`config.mk`:
```
export PLATFORM = sky130hd
export DESIGN_NAME = oam_dma_ctrl
export DESIGN_NICKNAME = d
export VERILOG_FILES = /design/src/rtl/oam_dma_ctrl.sv
export SDC_FILE = /design/constraint.sdc
export NUM_CORES = 1
export LEC_CHECK = 0
export CORE_ASPECT_RATIO = 1.25
export CORE_UTILIZATION = 27
export DETAILED_ROUTE_END_ITERATION = 8
export PLACE_DENSITY = 0.61
export SYNTH_ARGS = -nofsm -noshare
export SYNTH_HDL_FRONTEND = slang
export SYNTH_SLANG_ARGS = --single-unit
export TNS_END_PERCENT = 100
```
`constraint.sdc`:
```
create_clock -name clk -period 4.3 [get_ports clk]
set_clock_uncertainty 0.2 [all_clocks]
set_input_delay 1.29 -clock clk [delete_from_list [all_inputs] [get_ports clk]]
set_output_delay 1.29 -clock clk [all_outputs]
set_load 0.1 [all_outputs]
```
`src/rtl/oam_dma_ctrl.sv`:
```
// oam_dma_ctrl
//   Sprite OAM DMA sequencer. A CPU write to DMA_REG_ADDR starts a transfer
//   of XFER_LEN bytes from CPU page {page,$00..} into PPU OAM, starting at
//   the OAMADDR value captured at the trigger. The CPU is stalled while
//   oam_dma is high (top level drives rdy = ~oam_dma). A transfer takes
//   one HALT cycle (longer while the CPU keeps writing), an optional ALIGN
//   cycle on odd parity, then alternating READ/WRITE cycles.
//
// Ports
//   clk            system clock, CPU cycle rate
//   reset          synchronous active-high reset
//   cpu_addr       CPU address bus
//   cpu_wdata      CPU write data (page number on trigger)
//   cpu_we         CPU write strobe
//   oam_addr_start current PPU OAMADDR, sampled on trigger
//   mem_rdata      CPU-space read data, valid the cycle after mem_rd_en
//   oam_dma        DMA owns the bus
//   mem_addr       DMA read address
//   mem_rd_en      DMA read strobe
//   oam_addr       OAM write address
//   oam_data_in    OAM write data
//   oam_we         OAM write strobe
module oam_dma_ctrl #(
   parameter logic [15:0] DMA_REG_ADDR = 16'h4014,
   parameter int unsigned XFER_LEN     = 256
) (
   input  logic        clk,
   input  logic        reset,
   input  logic [15:0] cpu_addr,
   input  logic [7:0]  cpu_wdata,
   input  logic        cpu_we,
   input  logic [7:0]  oam_addr_start,
   input  logic [7:0]  mem_rdata,
   output logic        oam_dma,
   output logic [15:0] mem_addr,
   output logic        mem_rd_en,
   output logic [7:0]  oam_addr,
   output logic [7:0]  oam_data_in,
   output logic        oam_we
);

   typedef enum logic [2:0] {IDLE, HALT, ALIGN, READ, WRITE} state_t;

   localparam logic [7:0] LAST_IDX = 8'(XFER_LEN - 1);

   state_t     state;
   logic       odd;
   logic [7:0] idx;
   logic [7:0] page;
   logic [7:0] base;
   logic       trigger;

   assign trigger = cpu_we && (cpu_addr == DMA_REG_ADDR);

   // Outputs are registered on entry to the state that owns them, so they
   // line up exactly with the cycle the FSM spends in that state.
   always_ff @(posedge clk) begin
      if (reset) begin
         state     <= IDLE;
         odd       <= 1'b0;
         idx       <= '0;
         page      <= '0;
         base      <= '0;
         oam_dma   <= 1'b0;
         mem_addr  <= '0;
         mem_rd_en <= 1'b0;
         oam_addr  <= '0;
         oam_we    <= 1'b0;
      end else begin
         odd       <= ~odd;
         mem_rd_en <= 1'b0;
         mem_addr  <= '0;
         oam_we    <= 1'b0;
         oam_addr  <= '0;
         case (state)
            IDLE: begin
               if (trigger) begin
                  page    <= cpu_wdata;
                  base    <= oam_addr_start;
                  idx     <= '0;
                  state   <= HALT;
                  oam_dma <= 1'b1;
               end
            end
            HALT: begin
               // The 6502 cannot halt on a write cycle; parity is judged on
               // the cycle that actually leaves HALT.
               if (!cpu_we) begin
                  if (odd) begin
                     state <= ALIGN;
                  end else begin
                     state     <= READ;
                     mem_rd_en <= 1'b1;
                     mem_addr  <= {page, idx};
                  end
               end
            end
            ALIGN: begin
               state     <= READ;
               mem_rd_en <= 1'b1;
               mem_addr  <= {page, idx};
            end
            READ: begin
               state    <= WRITE;
               oam_we   <= 1'b1;
               oam_addr <= base + idx;
            end
            WRITE: begin
               idx <= idx + 8'd1;
               if (idx == LAST_IDX) begin
                  state   <= IDLE;
                  oam_dma <= 1'b0;
               end else begin
                  state     <= READ;
                  mem_rd_en <= 1'b1;
                  mem_addr  <= {page, idx + 8'd1};
               end
            end
            default: begin
               state   <= IDLE;
               oam_dma <= 1'b0;
            end
         endcase
      end
   end

   // Read data only arrives during WRITE, so it is passed straight through.
   assign oam_data_in = oam_we ? mem_rdata : '0;

endmodule
```
==> flow_metrics.tcl, run 1 <==
set metrics [dict create \
    total_overflow_reported_by_the_global_router 0 \
    fill_cells 994 \
    regArea_sq_um 1100 \
    final.min_clock_period_ns 3.61 \
    max_freq_mhz 277 \
    slew_viol_final 0 \
    synth_enable_flop_cells 0 \
    cts_sinks 55 \
    multi_input_area_sq_um 1490 \
    power.static_leakage_nw 1.31 \
    die_w_um 91.7 \
    critical_path.endpoint_type "output port" \
    drtAntennaViolNets 0 \
    yosys.cell_types.count 61 \
    finish.net_count 425 \
    place.port_buffers 77 \
    mapped_cell_area_sq_um 2720 \
    design.core.area_sq_um 9710 \
    clk_root_buffer_cell "clkbuf_16" \
    syn-instance-count 305 \
    design_area_sq_um 3790 \
    share_of_yosys_cell_area_claimed_by_the_top_area_cell_type 0.406 \
    setup-tns-final_ns 0 \
    worst_slew_margin_rel 0.337 \
    grt_setup_unrepaired "no" \
    pwr_density_cell_nw_per_um2 254 \
    dr.first_iter.drc_count 133 \
    crit_path_start_kind "primary input" \
    grt_pass1_wl_um 12400 \
    finalHoldViolCount 0 \
    routabilityCongestion 0.864 \
    insertion_delay_ns 0.29 \
    route.detailed.wl_per_inst_um 15.4 \
    holdCritPathClass "reg2reg" \
    drive_above_1_share 0.0777 \
    placementRows 40 \
    sequential_area_share_after_synthesis 0.406 \
    route.vias.total 2596 \
    cts-hold-fix-buffers 0 \
    path_type_of_the_worst_setup_path "in2out" \
    first_pass_detailed_route_iteration_total 4 \
    drc 0 \
    slew_worst_pin_ns 0.991 \
    peakVddDrop_mv 0.147 \
    cts-buffers-inserted 5 \
    post-route-worst-setup-slack_ns 0.690 \
    worst_setup_hold_path_clk_slew_ns 0.07 \
    outcome "completed" \
    grt_resource_usage_total 0.149 \
    critical_path_required_ns 2.81 \
    setup-violations-final 0 \
    antenna_cells_inserted 0 \
    detailedPlacementHpwl_um 5590 \
    placed_cell_area_sq_um 3660 \
    finalPower_mw 0.963 \
    synth_largest_area_cell "dfxtp_1" \
    detail_route.wirelength_um 7700 \
    synthesis.yosys.warnings 0 \
    grt_pass1_vias 2557 \
    boundaryPins 78 \
    detail_route.vias_per_cell 5.20 \
    ys_async_sr_fraction 0 \
    layout.cells.most_common "clkdlybuf4s50_1" \
    postSynthNetCount 357 \
    initial_standard_cell_utilization_of_the_core 0.280 \
    design.die.area_sq_um 10500 \
    grt_max_degree 23 \
    most-common-layout-cells "clkdlybuf4s50_1, dfxtp_1, a21oi_1, and2_1, nand4_1" \
    number_of_buffers_inserted_by_post_cts_setup_repair 0 \
    finish.cell_count_without_fillers 499 \
    ys_ff_latch 55 \
    areaGrowthSynthToFinish_pct 39.8 \
    place_worst_setup_slack_ns 0.685 \
    cts.path.max_buffers 2 \
    critPathArrivalTime_ns 2.12 \
    max_cap_viol_count 0 \
    synth_top_flop_cell "dfxtp_1" \
    antenna_violations_before_repair 0 \
    synthTopCellsByArea "dfxtp_1, a21oi_1, and2_1" \
    dp_cells 492 \
    dieHeight_um 114 \
    cts_tree "built" \
    finalCritPeriodShare 0.840 \
    critical_path_peak_fanout 1 \
    htree_levels 2 \
    post_cts_resized 0 \
    synth.avg_cell_area_sq_um 8.90 \
]
-- power by group --
part           total (mW)  switching (mW)  leakage [nW]  internal [mW]
sequential          0.510        0.000455         0.443          0.510
combinational      0.0530          0.0158         0.800         0.0372
clock               0.400           0.187        0.0696          0.213
total               0.963           0.203          1.31          0.760
-- logic make-up (layout without fill, tap and decap cells) --
| family | Yosys count | count (layout) | synth area share |
|---|---|---|---|
| and+or+nand+nor | 114 | 114 | 0.258 |
| AOI/OAI and AO/OA | 94 | 94 | 0.231 |
| DFF | 55 | 55 | 0.406 |
| buffers and inverters | 28 | 96 | 0.0447 |
| adders and majority gates | 9 | 9 | 0.0442 |
| xor gates and xnor gates | 4 | 4 | 0.0129 |
| muxes | 1 | 1 | 0.00369 |
-- worst max-delay path, cell delays in order --
cell             delay, ns
clkdlybuf4s50_1       0.46
and2_1                0.18
buf_12                0.19
-- sequential cells by signal, summed over array words and instances, names as in the netlist --
signal,cells
oam_we,1
odd,1
mem_rd_en,1
page,8
oam_addr,8
state,3
mem_addr,16
oam_dma,1
idx,8
base,8
-- synth_stat cells (2+ instances only) --
cell,number
nor4bb_1,2
o21ai_0,13
and2_1,20
and3_1,3
o32ai_1,5
ha_1,8
buf_2,6
nor4b_1,4
nand2b_1,2
o211ai_1,3
nand3_1,8
a31oi_1,3
nor3_1,10
a21oi_1,31
clkbuf_1,10
nor2b_1,5
inv_1,7
and2b_1,2
o21a_1,6
nand4b_1,2
dfxtp_1,55
nor2_1,10
nor4_1,4
or3_1,4
clkinv_1,2
o31ai_1,16
xnor2_1,3
a211oi_1,2
buf_4,2
nand4_1,17
nand2_1,10
-- layer usage --
metal  share of wire  routed length, um  GRT usage
met4           0.034                259     0.0688
met3           0.051                389     0.0279
met1            0.41               3170      0.176
met5               0                  0          0
met2            0.50               3880      0.259
-- path summary, 6_finish.rpt --
check                    start        endpoint  slack [ns]  depth (start not counted)
setup reg to reg      state[2]     mem_addr[8]        1.86                          4
hold / removal             odd             odd        0.25                          1
setup / recovery  mem_rdata[4]  oam_data_in[4]        0.69                          3
hold reg to reg            odd             odd        0.25                          1
-- metrics by stage --
step	hold slack, ns	util
after global routing	0.280	0.391
after CTS	0.250	0.391
final	0.248	0.391
after floorplan	0.208	-
after global placement	0.225	0.377
after detailed placement	0.238	0.377
-- cell type report --
type	instances	share of cell area
multi-input combinational	222	0.393
sequential	55	0.290
timing repair buffer	80	0.229
tap	126	0.0415
clock buffer	5	0.0330
inverter	9	0.00890
clock inverter	2	0.00363
Power figures use the tool's default switching activity.
==> run 2: changes to the inputs <==
==> constraint.sdc (replaced) <==
create_clock -name clk -period 3.8 [get_ports clk]
set_clock_uncertainty 0.2 [all_clocks]
set_input_delay 1.14 -clock clk [delete_from_list [all_inputs] [get_ports clk]]
set_output_delay 1.14 -clock clk [all_outputs]
set_load 0.1 [all_outputs]
==> flow_metrics.tcl, run 2 (synthesis results as in run 1) <==
set metrics [dict create \
    grt_setup_unrepaired "no" \
    seqPwrFrac 0.500 \
    critPathSlowestCell "clkdlybuf4s50_1" \
    cp-startpoint "mem_rdata[3]" \
    insertion_delay_ns 0.30 \
    most-common-layout-cells "dfxtp_1, clkdlybuf4s50_1, buf_4, a21oi_1, and2_1" \
    antenna_violations_before_repair 0 \
    grt_max_degree 22 \
    dieHeight_um 114 \
    crit_path_start_kind "primary input" \
    place.port_buffers 77 \
    routabilityCongestion 0.796 \
    design.core.area_sq_um 9710 \
    finish.net_count 427 \
    clk_root_buffer_cell "clkbuf_16" \
    drc 0 \
    route.detailed.wl_per_inst_um 14.9 \
    regArea_sq_um 1100 \
    power_frac_clock 0.447 \
    power.static_leakage_nw 1.38 \
    route.vias.total 2614 \
    finalHoldViolCount 0 \
    critical_path_peak_fanout 1 \
    grt_pass1_vias 2454 \
    placementRows 40 \
    largest_stage_delay_on_the_critical_path_ns 0.45 \
    power_frac_comb 0.053 \
    htree_levels 2 \
    cts.path.max_buffers 2 \
    antenna_cells_inserted 0 \
    final.min_clock_period_ns 3.30 \
    critical_path.endpoint_type "output port" \
    worst_slew_margin_rel 0.411 \
    outcome "completed" \
    max_cap_viol_count 0 \
    design.die.area_sq_um 10500 \
    critPathArrivalTime_ns 1.96 \
    cell_by_cell_listing_of_the_critical_path "clkdlybuf4s50_1 -> and2_1 -> buf_12" \
    slew_viol_final 0 \
    boundaryPins 78 \
    critical_path_required_ns 2.46 \
    pwr_density_cell_nw_per_um2 306 \
    multi_input_area_sq_um 1490 \
    timing.critical_path.to "oam_data_in[3]" \
    detailedPlacementHpwl_um 5600 \
    detail_route.vias_per_cell 5.22 \
    peakVddDrop_mv 0.171 \
    total_overflow_reported_by_the_global_router 0 \
    p_int_mw 0.927 \
    initial_standard_cell_utilization_of_the_core 0.280 \
    place_worst_setup_slack_ns 0.479 \
    largest_reg_flops 16 \
    first_pass_detailed_route_iteration_total 4 \
    detail_route.wirelength_um 7460 \
    die_w_um 91.7 \
    grt_pass1_wl_um 12200 \
    finalCritPeriodShare 0.868 \
    power_switching_mw 0.226 \
    rr_worst_depth 5 \
    max_freq_mhz 303 \
    dr.first_iter.drc_count 175 \
    areaGrowthSynthToFinish_pct 38.8 \
    drtAntennaViolNets 0 \
    cts-hold-fix-buffers 0 \
    number_of_buffers_inserted_by_post_cts_setup_repair 0 \
    slew_worst_pin_ns 0.882 \
    r2r-start "idx[1]" \
    path_type_of_the_worst_setup_path "in2out" \
    layout.cells.most_common "dfxtp_1" \
    drive_above_1_share 0.152 \
    cts_sinks 55 \
    timing.reg2reg.setup_slack_ns 1.37 \
    post_cts_resized 0 \
    cts_tree "built" \
    holdCritPathClass "reg2reg" \
    worst_setup_hold_path_clk_slew_ns 0.08 \
    cts-buffers-inserted 5 \
    grt_resource_usage_total 0.145 \
    switching_share 0.196 \
    fill_cells 975 \
    setup-tns-final_ns 0 \
    setup-violations-final 0 \
    registers.top_by_ff_count "mem_addr" \
    r2r-end "mem_addr[8]" \
    post-route-worst-setup-slack_ns 0.503 \
]
-- run 2: how the worst min path moves through the flow --
stage | startpoint | end | slack [ns] | cells past startpoint
after global placement | odd | odd | 0.23 | 1
after detailed placement | page[6] | mem_addr[14] | 0.24 | 1
final | odd | odd | 0.25 | 1
after CTS | page[6] | mem_addr[14] | 0.26 | 1
after global routing | page[1] | mem_addr[9] | 0.28 | 1
after floorplan | odd | odd | 0.21 | 1
-- run 2: layout make-up --
| type | count | area share |
|---|---|---|
| clock inverters | 2 | 0.00996 |
| multi-input cells | 222 | 0.396 |
| flip-flops and latches | 55 | 0.292 |
| inverters | 9 | 0.00896 |
| repair buffers | 82 | 0.218 |
| well taps | 126 | 0.0418 |
| clock buffers | 5 | 0.0332 |
-- run 2: power groups by stage --
stage | sequential (mW) | combinational (mW) | clock (mW)
global placement | 0.591 | 0.0605 | 0
floorplan | 0.590 | 0.0105 | 0
finish | 0.577 | 0.0608 | 0.516
detailed placement | 0.591 | 0.0607 | 0
global route | 0.577 | 0.0645 | 0.547
CTS | 0.577 | 0.0610 | 0.526
-- run 2: stage by stage --
| stage | hold WS (ns) | utilization | area, sq um | power, mW | std cells |
|---|---|---|---|---|---|
| finish | 0.251 | 0.388 | 3770 | 1.15 | 501 |
| global route | 0.278 | 0.388 | 3770 | 1.19 | 501 |
| CTS | 0.256 | 0.388 | 3770 | 1.16 | 501 |
| detailed placement | 0.239 | 0.371 | 3610 | 0.651 | 494 |
| global placement | 0.234 | 0.371 | 3610 | 0.651 | 494 |
| floorplan | 0.208 | - | 2720 | 0.601 | 305 |
-- run 2: critical path: cells and delay by family --
family,cells,cell delay [ns]
AND/OR/NAND/NOR,1,0.18
buffers and inverters,2,0.64
-- run 2: per-layer routing --
metal,vias up,global-route usage,share of wire
met5,-,0,0
met4,0,0.0479,0.016
met3,10,0.0272,0.046
met2,77,0.258,0.51
met1,1238,0.177,0.42
li1,1289,-,-
==> run 3: changes to the inputs <==
--- a/config.mk
+++ b/config.mk
@@ -7,6 +7,7 @@
 export LEC_CHECK = 0
 export CORE_ASPECT_RATIO = 1.25
 export CORE_UTILIZATION = 27
+export CTS_CLUSTER_DIAMETER = 40
 export DETAILED_ROUTE_END_ITERATION = 8
 export PLACE_DENSITY = 0.61
 export SYNTH_ARGS = -nofsm -noshare
==> results of run 3 <==
Same layout as run 2: the final DEF is identical, and so are final timing and power.
